$ cat src/rtl/fft_wn_seq.sv
// Twiddle-factor sequencer for a radix-2 FFT stage: streams W^k for every butterfly j
// of the requested stage over a valid/ready handshake, from a quarter-wave cosine table.
module fft_wn_seq #(
  parameter int FFT_LEN = 64,
  parameter int WN_WID  = 10,
  parameter int STG_WID = 3
) (
  input  logic                       clk,
  input  logic                       rst_n,
  input  logic                       start_i,
  input  logic [STG_WID-1:0]         stage_i,
  input  logic                       inv_i,
  input  logic                       abort_i,
  input  logic                       wn_ready_i,
  output logic                       wn_valid_o,
  output logic signed [WN_WID-1:0]   wn_re_o,
  output logic signed [WN_WID-1:0]   wn_im_o,
  output logic [$clog2(FFT_LEN)-2:0] wn_idx_o,
  output logic                       wn_last_o,
  output logic                       busy_o,
  output logic                       err_o
);

  localparam int LOG2 = $clog2(FFT_LEN);
  localparam int IW   = LOG2 - 1;
  localparam int QN   = FFT_LEN / 4;

  typedef enum logic {IDLE, RUN} state_t;

  // Elaboration-time rounding of the scaled cosine; the argument stays in the first quadrant.
  function automatic logic signed [WN_WID-1:0] cos_entry(input int m);
    real x;
    x = (2.0 ** (WN_WID - 2)) * $cos(2.0 * 3.14159265358979 * real'(m) / real'(FFT_LEN));
    return WN_WID'($rtoi(x + 0.5));
  endfunction

  logic signed [WN_WID-1:0] cos_rom [0:QN];

  for (genvar m = 0; m <= QN; m++) begin : g_rom
    assign cos_rom[m] = cos_entry(m);
  end

  state_t                   state_q, state_d;
  logic [IW-1:0]            idx_q, j_nxt;
  logic [STG_WID-1:0]       stage_q, s_nxt;
  logic                     inv_q, inv_nxt;
  logic                     last_q, last_d;
  logic                     err_q, err_d;
  logic                     load;
  logic signed [WN_WID-1:0] re_q, im_q, re_c, im_c;
  logic                     stage_ok;

  assign stage_ok = int'(stage_i) < LOG2;

  always_comb begin
    state_d = state_q;
    load    = 1'b0;
    j_nxt   = idx_q;
    s_nxt   = stage_q;
    inv_nxt = inv_q;
    last_d  = last_q;
    err_d   = 1'b0;
    case (state_q)
      IDLE: begin
        if (start_i && !abort_i) begin
          if (stage_ok) begin
            state_d = RUN;
            load    = 1'b1;
            j_nxt   = '0;
            s_nxt   = stage_i;
            inv_nxt = inv_i;
          end else begin
            err_d = 1'b1;
          end
        end
      end
      RUN: begin
        // Abort wins over a handshake in the same cycle.
        if (abort_i) begin
          state_d = IDLE;
          last_d  = 1'b0;
        end else if (wn_ready_i) begin
          if (last_q) begin
            state_d = IDLE;
            last_d  = 1'b0;
          end else begin
            load  = 1'b1;
            j_nxt = idx_q + 1'b1;
          end
        end
      end
      default: state_d = IDLE;
    endcase
    if (load) last_d = &j_nxt;
  end

  // Twiddle for the index about to be presented, so the output registers load it directly.
  always_comb begin
    logic [IW-1:0]   mask;
    logic [IW-1:0]   jm;
    logic [LOG2-1:0] k;
    logic [IW-1:0]   ia;
    logic [IW-1:0]   ib;
    mask = IW'((32'd1 << s_nxt) - 32'd1);
    jm   = j_nxt & mask;
    k    = {1'b0, jm} << (IW - int'(s_nxt));
    if (int'(k) <= QN) begin
      ia   = IW'(k);
      ib   = IW'(QN - int'(k));
      re_c = cos_rom[ia];
      im_c = -cos_rom[ib];
    end else begin
      ia   = IW'(FFT_LEN / 2 - int'(k));
      ib   = IW'(int'(k) - QN);
      re_c = -cos_rom[ia];
      im_c = -cos_rom[ib];
    end
    if (inv_nxt) im_c = -im_c;
  end

  always_ff @(posedge clk or negedge rst_n) begin
    if (!rst_n) begin
      state_q <= IDLE;
      idx_q   <= '0;
      stage_q <= '0;
      inv_q   <= 1'b0;
      last_q  <= 1'b0;
      err_q   <= 1'b0;
      re_q    <= '0;
      im_q    <= '0;
    end else begin
      state_q <= state_d;
      last_q  <= last_d;
      err_q   <= err_d;
      if (load) begin
        idx_q   <= j_nxt;
        stage_q <= s_nxt;
        inv_q   <= inv_nxt;
        re_q    <= re_c;
        im_q    <= im_c;
      end
    end
  end

  assign wn_valid_o = (state_q == RUN);
  assign busy_o     = (state_q == RUN);
  assign wn_re_o    = re_q;
  assign wn_im_o    = im_q;
  assign wn_idx_o   = idx_q;
  assign wn_last_o  = last_q;
  assign err_o      = err_q;

endmodule

$ cat config.mk
export PLATFORM = sky130hd
export DESIGN_NAME = fft_wn_seq
export DESIGN_NICKNAME = d
export VERILOG_FILES = /design/src/rtl/fft_wn_seq.sv
export SDC_FILE = /design/constraint.sdc
export NUM_CORES = 1
export LEC_CHECK = 0
export CORE_MARGIN = 5
export CORE_UTILIZATION = 49
export DETAILED_ROUTE_END_ITERATION = 8
export GPL_TIMING_DRIVEN = 0
export MAX_ROUTING_LAYER = met4
export PLACE_DENSITY = 0.7
export SLEW_MARGIN = 20
export SYNTH_ARGS = -nofsm -noshare
export SYNTH_HDL_FRONTEND = slang
export SYNTH_SLANG_ARGS = --single-unit
$ cat constraint.sdc
create_clock -name clk -period 11.03 [get_ports clk]
set_input_delay 2.206 -clock clk [delete_from_list [all_inputs] [get_ports clk]]
set_output_delay 2.206 -clock clk [all_outputs]
set_load 0.1 [all_outputs]
==> impl_metrics.tcl <==
set metrics [dict create \
    syn_nets 491 \
    die_y_um 97.3 \
    drt-initial-drc-count 306 \
    p_per_area_nw_per_um2 303 \
    hpwl_um 8990 \
    crit_path_end_kind "register" \
    grt_pass1_wl_um 18800 \
    initial_core_util 0.509 \
    clock_path_buffers 2 \
    gp_congestion 0.980 \
    synth_mux_area_frac 0.0305 \
    drv_slew 0 \
    synth_top_family_by_area "compound AO/OA/AOI/OAI gates" \
    cpPeakStageDelay_ns 0.71 \
    vias_per_cell 6.35 \
    yosys.area.top_type "dfrtp_1" \
    skew_ns 0.0121 \
    setup_tns_ns 0 \
    rsz0062_at_grt "no" \
    post-route-drc-count 0 \
    antenna_found_initial 0 \
    synth_top_area_frac 0.215 \
    hold_buffers 0 \
    ys.flop_type "dfrtp_1" \
    portBuffers 36 \
    drt_pass1_iterations 5 \
    worstPathRequired_ns 11.18 \
    synth_edf_count 0 \
    hold_slack_ns 0.481 \
    crit_buf_inv 8 \
    max_freq_mhz 106 \
    finalWirelength_um 11600 \
    slew_headroom 0.342 \
    clk_pin_slew_ns 0.07 \
    synth_xor_area_frac 0.0375 \
    ir_worst_vdd_v 0.000181 \
    yosysUniqueCellTypes 97 \
    grt-busiest-layer "met2" \
    dieArea_um2 9460 \
    clock_sinks 32 \
    cts_tree "done" \
    area_delta_synth_final_pct 16.8 \
    path_max_fanout 11 \
    postCtsSetupBuffers 0 \
    ant_nets 0 \
    tightest_slew_ns 0.984 \
    p_leak_uw 0.00176 \
    netlist_top_cells_count "52 x nand2_1, 47 x nor2_1, 32 x dfrtp_1" \
    grt_pass1_vias 3531 \
    grt.total_usage 0.246 \
    grt_max_degree 32 \
    outcome "completed" \
    globalRouteMet2Util 0.383 \
    setup_violations 0 \
    met3_usage 0.0309 \
    drive_gt1_frac 0.121 \
    yosys.area_share.adder 0.0503 \
    cts-root-buf "clkbuf_8" \
    cap_viol_max_count 0 \
    io_pins 38 \
    ys_ff_latch 32 \
    critPathLaunchType "primary input" \
    yosys.cell_count.top_type "nand2_1" \
    met1_usage 0.341 \
    layout.nets 535 \
    syn_avg_cell_area_um2 7.99 \
    synthCells 467 \
    critPathKind "primary input to register" \
    totalPowerFinal_uw 1320 \
    fin_crit_sh 0.853 \
    yosysWarnings 0 \
    hold_path_class "register to register" \
    grt-ovfl-total 0 \
    core_um2 7330 \
    wire_per_inst_um 19.0 \
    htree_levels 2 \
    ctsResizeCount 0 \
    critPathMostFrequentCell "ha_1" \
    die_w_um 97.3 \
    cp_top_family "simple AND/OR/NAND/NOR gates" \
    synth_compound_area_frac 0.361 \
    synth-simple-area-share 0.250 \
    synthesis.area_um2 3730 \
    fp-row-count 31 \
    hold_violations 0 \
    path_cells "clkdlybuf4s50_1 -> or4b_4 -> buf_6 -> a21oi_4 -> inv_4 -> ha_1 -> nor2b_1 -> a22oi_1 -> nor3_1 -> clkinv_1 -> ha_1 -> ha_1 -> clkbuf_1 -> clkbuf_1 -> clkbuf_1 -> a211oi_1 -> or2b_1 -> nand2_1 -> ha_1 -> inv_1 -> o41ai_1 -> nor3_1 -> nor4_1 -> o21ai_0" \
    cp_data_arrival_time_ns 9.56 \
    async_reset_ff_frac 1.00 \
    min_period_ns 9.41 \
    final_area_um2 4360 \
    critPathSlowestCell "o41ai_1" \
    cts_buffers 5 \
    vias 3877 \
    synthTopCellsByArea "dfrtp_1 21%, nand2_1 5.2%, ha_1 5.0%, nor2_1 4.7%, o21ai_0 3.9%" \
    insertion_delay_ns 0.29 \
    place_area_um2 4230 \
    synth_sequential_area_ratio 0.215 \
    diodes 0 \
]
-- cell usage in the layout, fill, tap and decap left out, types with 4 or more instances in the layout --
master / instances
nor3_1: 13
o22ai_1: 4
o31ai_1: 8
clkbuf_8: 7
a31oi_1: 6
nor2_1: 47
clkdlybuf4s50_1: 35
clkbuf_1: 16
and2_1: 6
o221ai_1: 6
and3_1: 6
o21a_1: 7
nand2_1: 52
a211oi_1: 6
o211ai_1: 4
ha_1: 15
inv_1: 12
a21o_1: 4
dfrtp_1: 32
o21ai_0: 29
nand3_1: 14
buf_2: 8
xnor2_1: 9
xor2_1: 7
a211o_1: 5
a21oi_1: 27
or3_1: 5
nand4_1: 5
mux2i_1: 8
-- through the flow --
| step | setup slack [ns] | cells | utilization |
|---|---|---|---|
| after floorplan | 3.07 | 467 | - |
| after global placement | 1.65 | 602 | 0.575 |
| after detailed placement | 1.49 | 603 | 0.577 |
| after CTS | 1.74 | 611 | 0.594 |
| after global routing | 1.13 | 611 | 0.594 |
| final | 1.62 | 611 | 0.594 |
-- path summary, 6_finish.rpt --
kind,depth (start not counted),slack [ns],to,from
max in group asynchronous,2,8.97,wn_im_o[9],rst_n
min in group asynchronous,1,1.70,busy_o,rst_n
max reg2reg,24,3.47,wn_im_o[9],busy_o
min reg2reg,2,0.48,wn_im_o[5],wn_im_o[5]
max,24,1.62,wn_im_o[9],start_i
min,2,0.48,wn_im_o[5],wn_im_o[5]
-- per-layer routing --
layer  share of wire  vias up
li1                -     1872
met1            0.47     1842
met2            0.45      146
met3           0.062       17
met4           0.016        0
met5               0        -
-- state kept, by name (all words and copies together), names as in the netlist --
register   count
wn_re_o       10
busy_o         1
err_o          1
wn_last_o      1
wn_idx_o       5
inv_q          1
wn_im_o       10
stage_q        3
-- power by group --
group          internal [uW]  total [uW]  switching [uW]
logic                    315        1020             707
registers                152         172            20.3
clock network           79.8         128            48.1
total                    547        1320             775
-- worst min-delay path, stage by stage (launching register included) --
cell and delay [ns]:
dfrtp_1 0.34, nand2_1 0.04, o21ai_0 0.06
-- kinds of logic after synthesis --
kind of cell             count (synthesis)
AND/OR/NAND/NOR                        180
buffers and inverters                   45
adder cells (fa/ha/maj)                 15
AO/OA/AOI/OAI                          169
multiplexers                            10
XOR/XNOR                                16
flip-flops                              32
-- cell type report --
| type | instances | area, um2 |
|---|---|---|
| Clock inverter | 1 | 30.0 |
| Clock buffer | 7 | 96.3 |
| Tap cell | 99 | 124 |
| Fill cell | 697 | 2970 |
| Sequential cell | 32 | 801 |
| Inverter | 17 | 66.3 |
| Buffer | 28 | 144 |
| Multi-Input combinational cell | 390 | 2720 |
| Timing Repair Buffer | 37 | 375 |
Note: power is estimated with default switching activity, not from simulation.
==> patch 1: new RTL, same flow settings <==
Set the parameter `STG_WID` to 6 (it was 3).
--- a/src/rtl/fft_wn_seq.sv
+++ b/src/rtl/fft_wn_seq.sv
@@ -3,7 +3,7 @@
 module fft_wn_seq #(
   parameter int FFT_LEN = 64,
   parameter int WN_WID  = 10,
-  parameter int STG_WID = 3
+  parameter int STG_WID = 6
 ) (
   input  logic                       clk,
   input  logic                       rst_n,
Ports: changed (resized stage_i); port bits go from 38 to 41. No check against the original RTL was run, so the function may have changed too.
==> patch 1 against the unedited design <==
- final area increased by 7.8%
- final cell count increased by 9.2%
- total power decreased by 15%
- wire length increased by 16%
- via count increased by 14%
- synthesized cell count increased by 10%
- sequential cell count increased by 3
- setup slack improved by 0.14 ns
- global-route usage increased by 2.3 points
- area after synthesis increased by 8.5%
- sequential share of layout area increased by 0.27 points
- critical endpoint is now wn_im_o[8]
==> patch 1: results (changes against the unedited design) <==
[outcome]
status=complete, no violations  ; unchanged

[grt]
grt_pass1_vias=4093  ; was 3531
grt_max_degree=33  ; was 32
antenna_found_initial=0  ; unchanged
grt_usage_pct=26.9  ; was 24.6%
grt_pass1_wl_um=21400  ; was 18800 um

[yosys]
synth_cell_types=94  ; was 97
seq_area_frac_synth_pct=21.6  ; was 21.5%
synth_adder_area_share_pct=4.94  ; was 5.03%
synthMuxAreaShare_pct=3.86  ; was 3.05%
synth_ff_type=dfrtp_1  ; unchanged
synth_xor_area_share_pct=2.35  ; was 3.75%
yosys_warnings=0  ; unchanged
postSynthNetCount=542  ; was 491
synthArstFlopShare_pct=100  ; unchanged
synth_compound_area_share_pct=36.7  ; was 36.1%
synth.area.top_cells=dfrtp_1 (22%), ha_1 (4.9%), nand2_1 (4.9%)  ; was dfrtp_1 (21%), nand2_1 (5.2%), ha_1 (5.0%)
synth_commonest_cells=nand2_1 (53), nor2_1 (50), a21oi_1 (35), dfrtp_1 (35), o21ai_0 (24)  ; was nand2_1 (52), nor2_1 (47), dfrtp_1 (32)

[final_layout]
num-nets-final=589  ; was 535
layout_commonest_cell=nand2_1  ; unchanged
fillCellCount=800  ; was 697
drive_above_1_share_pct=11.9  ; was 12.1%
antennaDiodeCount=0  ; unchanged

[clock_network]
cts_buffers=5  ; unchanged
cts_root_buf=clkbuf_8  ; unchanged
clock_path_buffers=2  ; unchanged
cts_setup_buffers=0  ; unchanged

[sta]
fin_skew_ns=0.00933  ; was 0.0121 ns
tightest_slew_ns=0.978  ; was 0.984 ns

[worst_setup_path]
critPathMaxStageDelay_ns=0.57  ; was 0.71 ns
ff2ff_setup_slack_ns=3.90  ; was 3.47 ns
worstPathArrival_ns=9.49  ; was 9.56 ns
reg2regPathDepth=25  ; was 24
crit_fanout=11  ; unchanged
r2r_start=busy_o  ; unchanged
crit_end=wn_im_o[8]  ; was wn_im_o[9]
crit_start=stage_i[1]  ; was start_i
cpMaxStageDelayCell=clkdlybuf4s50_1  ; was o41ai_1

[detailed_routing]
wl_per_cell_um=20.2  ; was 19.0 um
drtPass1Iterations=5  ; unchanged
vias_per_cell=6.63  ; was 6.35
drtIter0Drc=332  ; was 306

[worst_hold_path]
hold_end=wn_re_o[5]  ; was wn_im_o[5]
hp-start=wn_re_o[5]  ; was wn_im_o[5]
hp-class=reg -> reg  ; unchanged

[pwr]
leakage_nw=1.95  ; was 1.76 nW
p_int_mw=0.467  ; was 0.547 mW
vdd_drop_max_uv=132  ; was 181 uV

[place]
dpl.hpwl_um=10400  ; was 8990 um
finalWeightedCongestion=0.933  ; was 0.980
io_buffer_count=39  ; was 36
dpl_cell_area_um2=4590  ; was 4230 um^2

[patch 1: cell types whose count changed after synthesis, sizes merged, moves of 4 or more]
| cell | unedited run | this run |
|---|---|---|
| nand4 | 6 | 10 |
| nand3 | 14 | 19 |
| a2111oi | 1 | 6 |
| clkbuf | 16 | 9 |
| nor4 | 4 | 8 |
| a211oi | 7 | 11 |
| o311ai | 4 | 0 |
| mux2 | 1 | 5 |
| inv | 15 | 20 |
| a21oi | 29 | 40 |
| buf | 12 | 17 |
[patch 1: stage by stage]
step / total power, mW / setup WS [ns] / std cells / hold slack [ns]
after floorplan: 0.787 / 3.32 / 514 / 0.533
after detailed placement: 0.986 / 1.67 / 659 / 0.471
final: 1.12 / 1.76 / 667 / 0.481
after CTS: 1.11 / 1.95 / 667 / 0.490
after global routing: 1.18 / 1.47 / 667 / 0.523
after global placement: 0.978 / 1.69 / 658 / 0.466
[patch 1: layout make-up]
type,count,area [um^2],share of cell area (%)
buffer,26,134,2.85
clock buffer,5,68.8,1.46
sequential,35,876,18.6
inverter,21,82.6,1.76
clock inverter,3,43.8,0.932
tap,105,131,2.80
multi-input combinational,432,2960,62.9
timing repair buffer,40,405,8.63
[patch 1: power groups by stage]
stage                     clock network [mW]  registers [mW]  logic [mW]
after floorplan                            0           0.363       0.424
after global placement                     0           0.177       0.801
after detailed placement                   0           0.178       0.808
after CTS                              0.121           0.175       0.811
after global routing                   0.127           0.180       0.876
final                                  0.119           0.175       0.828
[patch 1: layer usage]
| layer | up-vias | GRT usage, % | wire [um] |
|---|---|---|---|
| met5 | - | - | 0 |
| met4 | 0 | 6.85 | 295 |
| met3 | 23 | 2.91 | 856 |
| met2 | 178 | 43.1 | 6190 |
| met1 | 2141 | 36.4 | 6110 |
| li1 | 2077 | - | - |
==> patch 2: new RTL, config.mk and constraints unchanged <==
Made on the original files. Reset style: synchronous (`rst_n`), changed in one clocked block.
--- a/src/rtl/fft_wn_seq.sv
+++ b/src/rtl/fft_wn_seq.sv
@@ -118,7 +118,7 @@
     if (inv_nxt) im_c = -im_c;
   end
 
-  always_ff @(posedge clk or negedge rst_n) begin
+  always_ff @(posedge clk) begin
     if (!rst_n) begin
       state_q <= IDLE;
       idx_q   <= '0;
Behaviour: differs if rst_n is asserted again (counterexample within 4 cycles, from zero or initial values and one cycle with rst_n low); with rst_n held inactive, the same outputs for 4 cycles.
==> patch 2 against the unedited design <==
- maximum frequency up 1.3%
- setup slack better by 0.12 ns
- wire length up 1.3%
- largest cell class unchanged
- critical path type unchanged
- count of clock-buffer cells in the layout down 2
- sequential cell count unchanged
- sequential share of layout area down 2.9 points
- area after synthesis down 5.6%
- final area down 5.3%
Power is left out: it rests on default switching activity, and per cell area and clock period it moved more than threefold.
==> patch 2: results (changes against the unedited design) <==
[worst_setup_path]
cpMaxStageDelayCell=clkdlybuf4s50_1  ; was o41ai_1
crit_fanout=12  ; was 11
worstPathArrival_ns=9.51  ; was 9.56 ns

[grt]
grt_max_degree=13  ; was 32
grt_pass1_vias=3593  ; was 3531
grt_pass1_wl_um=19000  ; was 18800 um

[yosys]
synth_compound_area_share_pct=28.9  ; was 36.1%
seq_area_frac_synth_pct=18.2  ; was 21.5%
synthArstFlopShare_pct=0  ; was 100%
synth.area.top_cells=dfxtp_1 (18%), nor2_1 (6.4%), nand2_1 (6.1%)  ; was dfrtp_1 (21%), nand2_1 (5.2%), ha_1 (5.0%)
synth_xor_area_share_pct=2.98  ; was 3.75%
synth_ff_type=dfxtp_1  ; was dfrtp_1
synth_cell_types=79  ; was 97
synth_adder_area_share_pct=5.33  ; was 5.03%
synth_cells=497  ; was 467
postSynthNetCount=521  ; was 491
synth_commonest_cells=nor2_1 (60), nand2_1 (57), dfxtp_1 (32)  ; was nand2_1 (52), nor2_1 (47), dfrtp_1 (32)

[sta]
fin_skew_ns=0.0123  ; was 0.0121 ns

[detailed_routing]
drtIter0Drc=309  ; was 306
wl_met3_um=786  ; was 725 um
vias=4073  ; was 3877
wl_per_cell_um=18.4  ; was 19.0 um
dr_wl_met2_um=5320  ; was 5250 um

[final_layout]
clock_cell_area_share_pct=2.70  ; was 2.90%
utilization_pct=57.8  ; was 59.4%
nNonClkInverters=15  ; was 17
num-nets-final=565  ; was 535
multiInputGateArea_um2=2690  ; was 2720 um^2
seq_area_um2=641  ; was 801 um^2
buffers=67  ; was 65

[place]
pre_cts_ws_ns=1.54  ; was 1.49 ns
io_buffer_count=37  ; was 36
dpl_cell_area_um2=4020  ; was 4230 um^2

[outcome]
status=complete, no violations  ; unchanged

[floorplan]
die_w_um=94.8  ; was 97.3 um

## patch 2: changes by cell type after synthesis, moves of 5 or more
| cell | change |
|---|---|
| o31ai_1 | -5 |
| dfrtp_1 | -32 |
| nand3_1 | +5 |
| dfxtp_1 | +32 |
| o221ai_1 | -5 |
| nor2_1 | +13 |
| o211ai_1 | +5 |
| clkbuf_1 | +5 |
| nor3_1 | +10 |
| mux2i_1 | +12 |
| nand2_1 | +5 |
| mux2_2 | +6 |
## patch 2: worst max-delay path: cells and delay by family
family                     cells  cell delay [ns]
buffers and inverters          7             1.98
and+or+nand+nor                9             2.64
adders and majority gates      4             1.11
AOI/OAI and AO/OA              7             1.55
## patch 2: worst paths after layout
kind / from / end / slack (ns) / cells after the start
setup / recovery: abort_i / wn_im_o[5] / 1.74 / 27
hold / removal: wn_im_o[3] / wn_im_o[3] / 0.45 / 2
hold reg to reg: wn_im_o[3] / wn_im_o[3] / 0.45 / 2
setup reg to reg: busy_o / wn_im_o[5] / 3.82 / 26
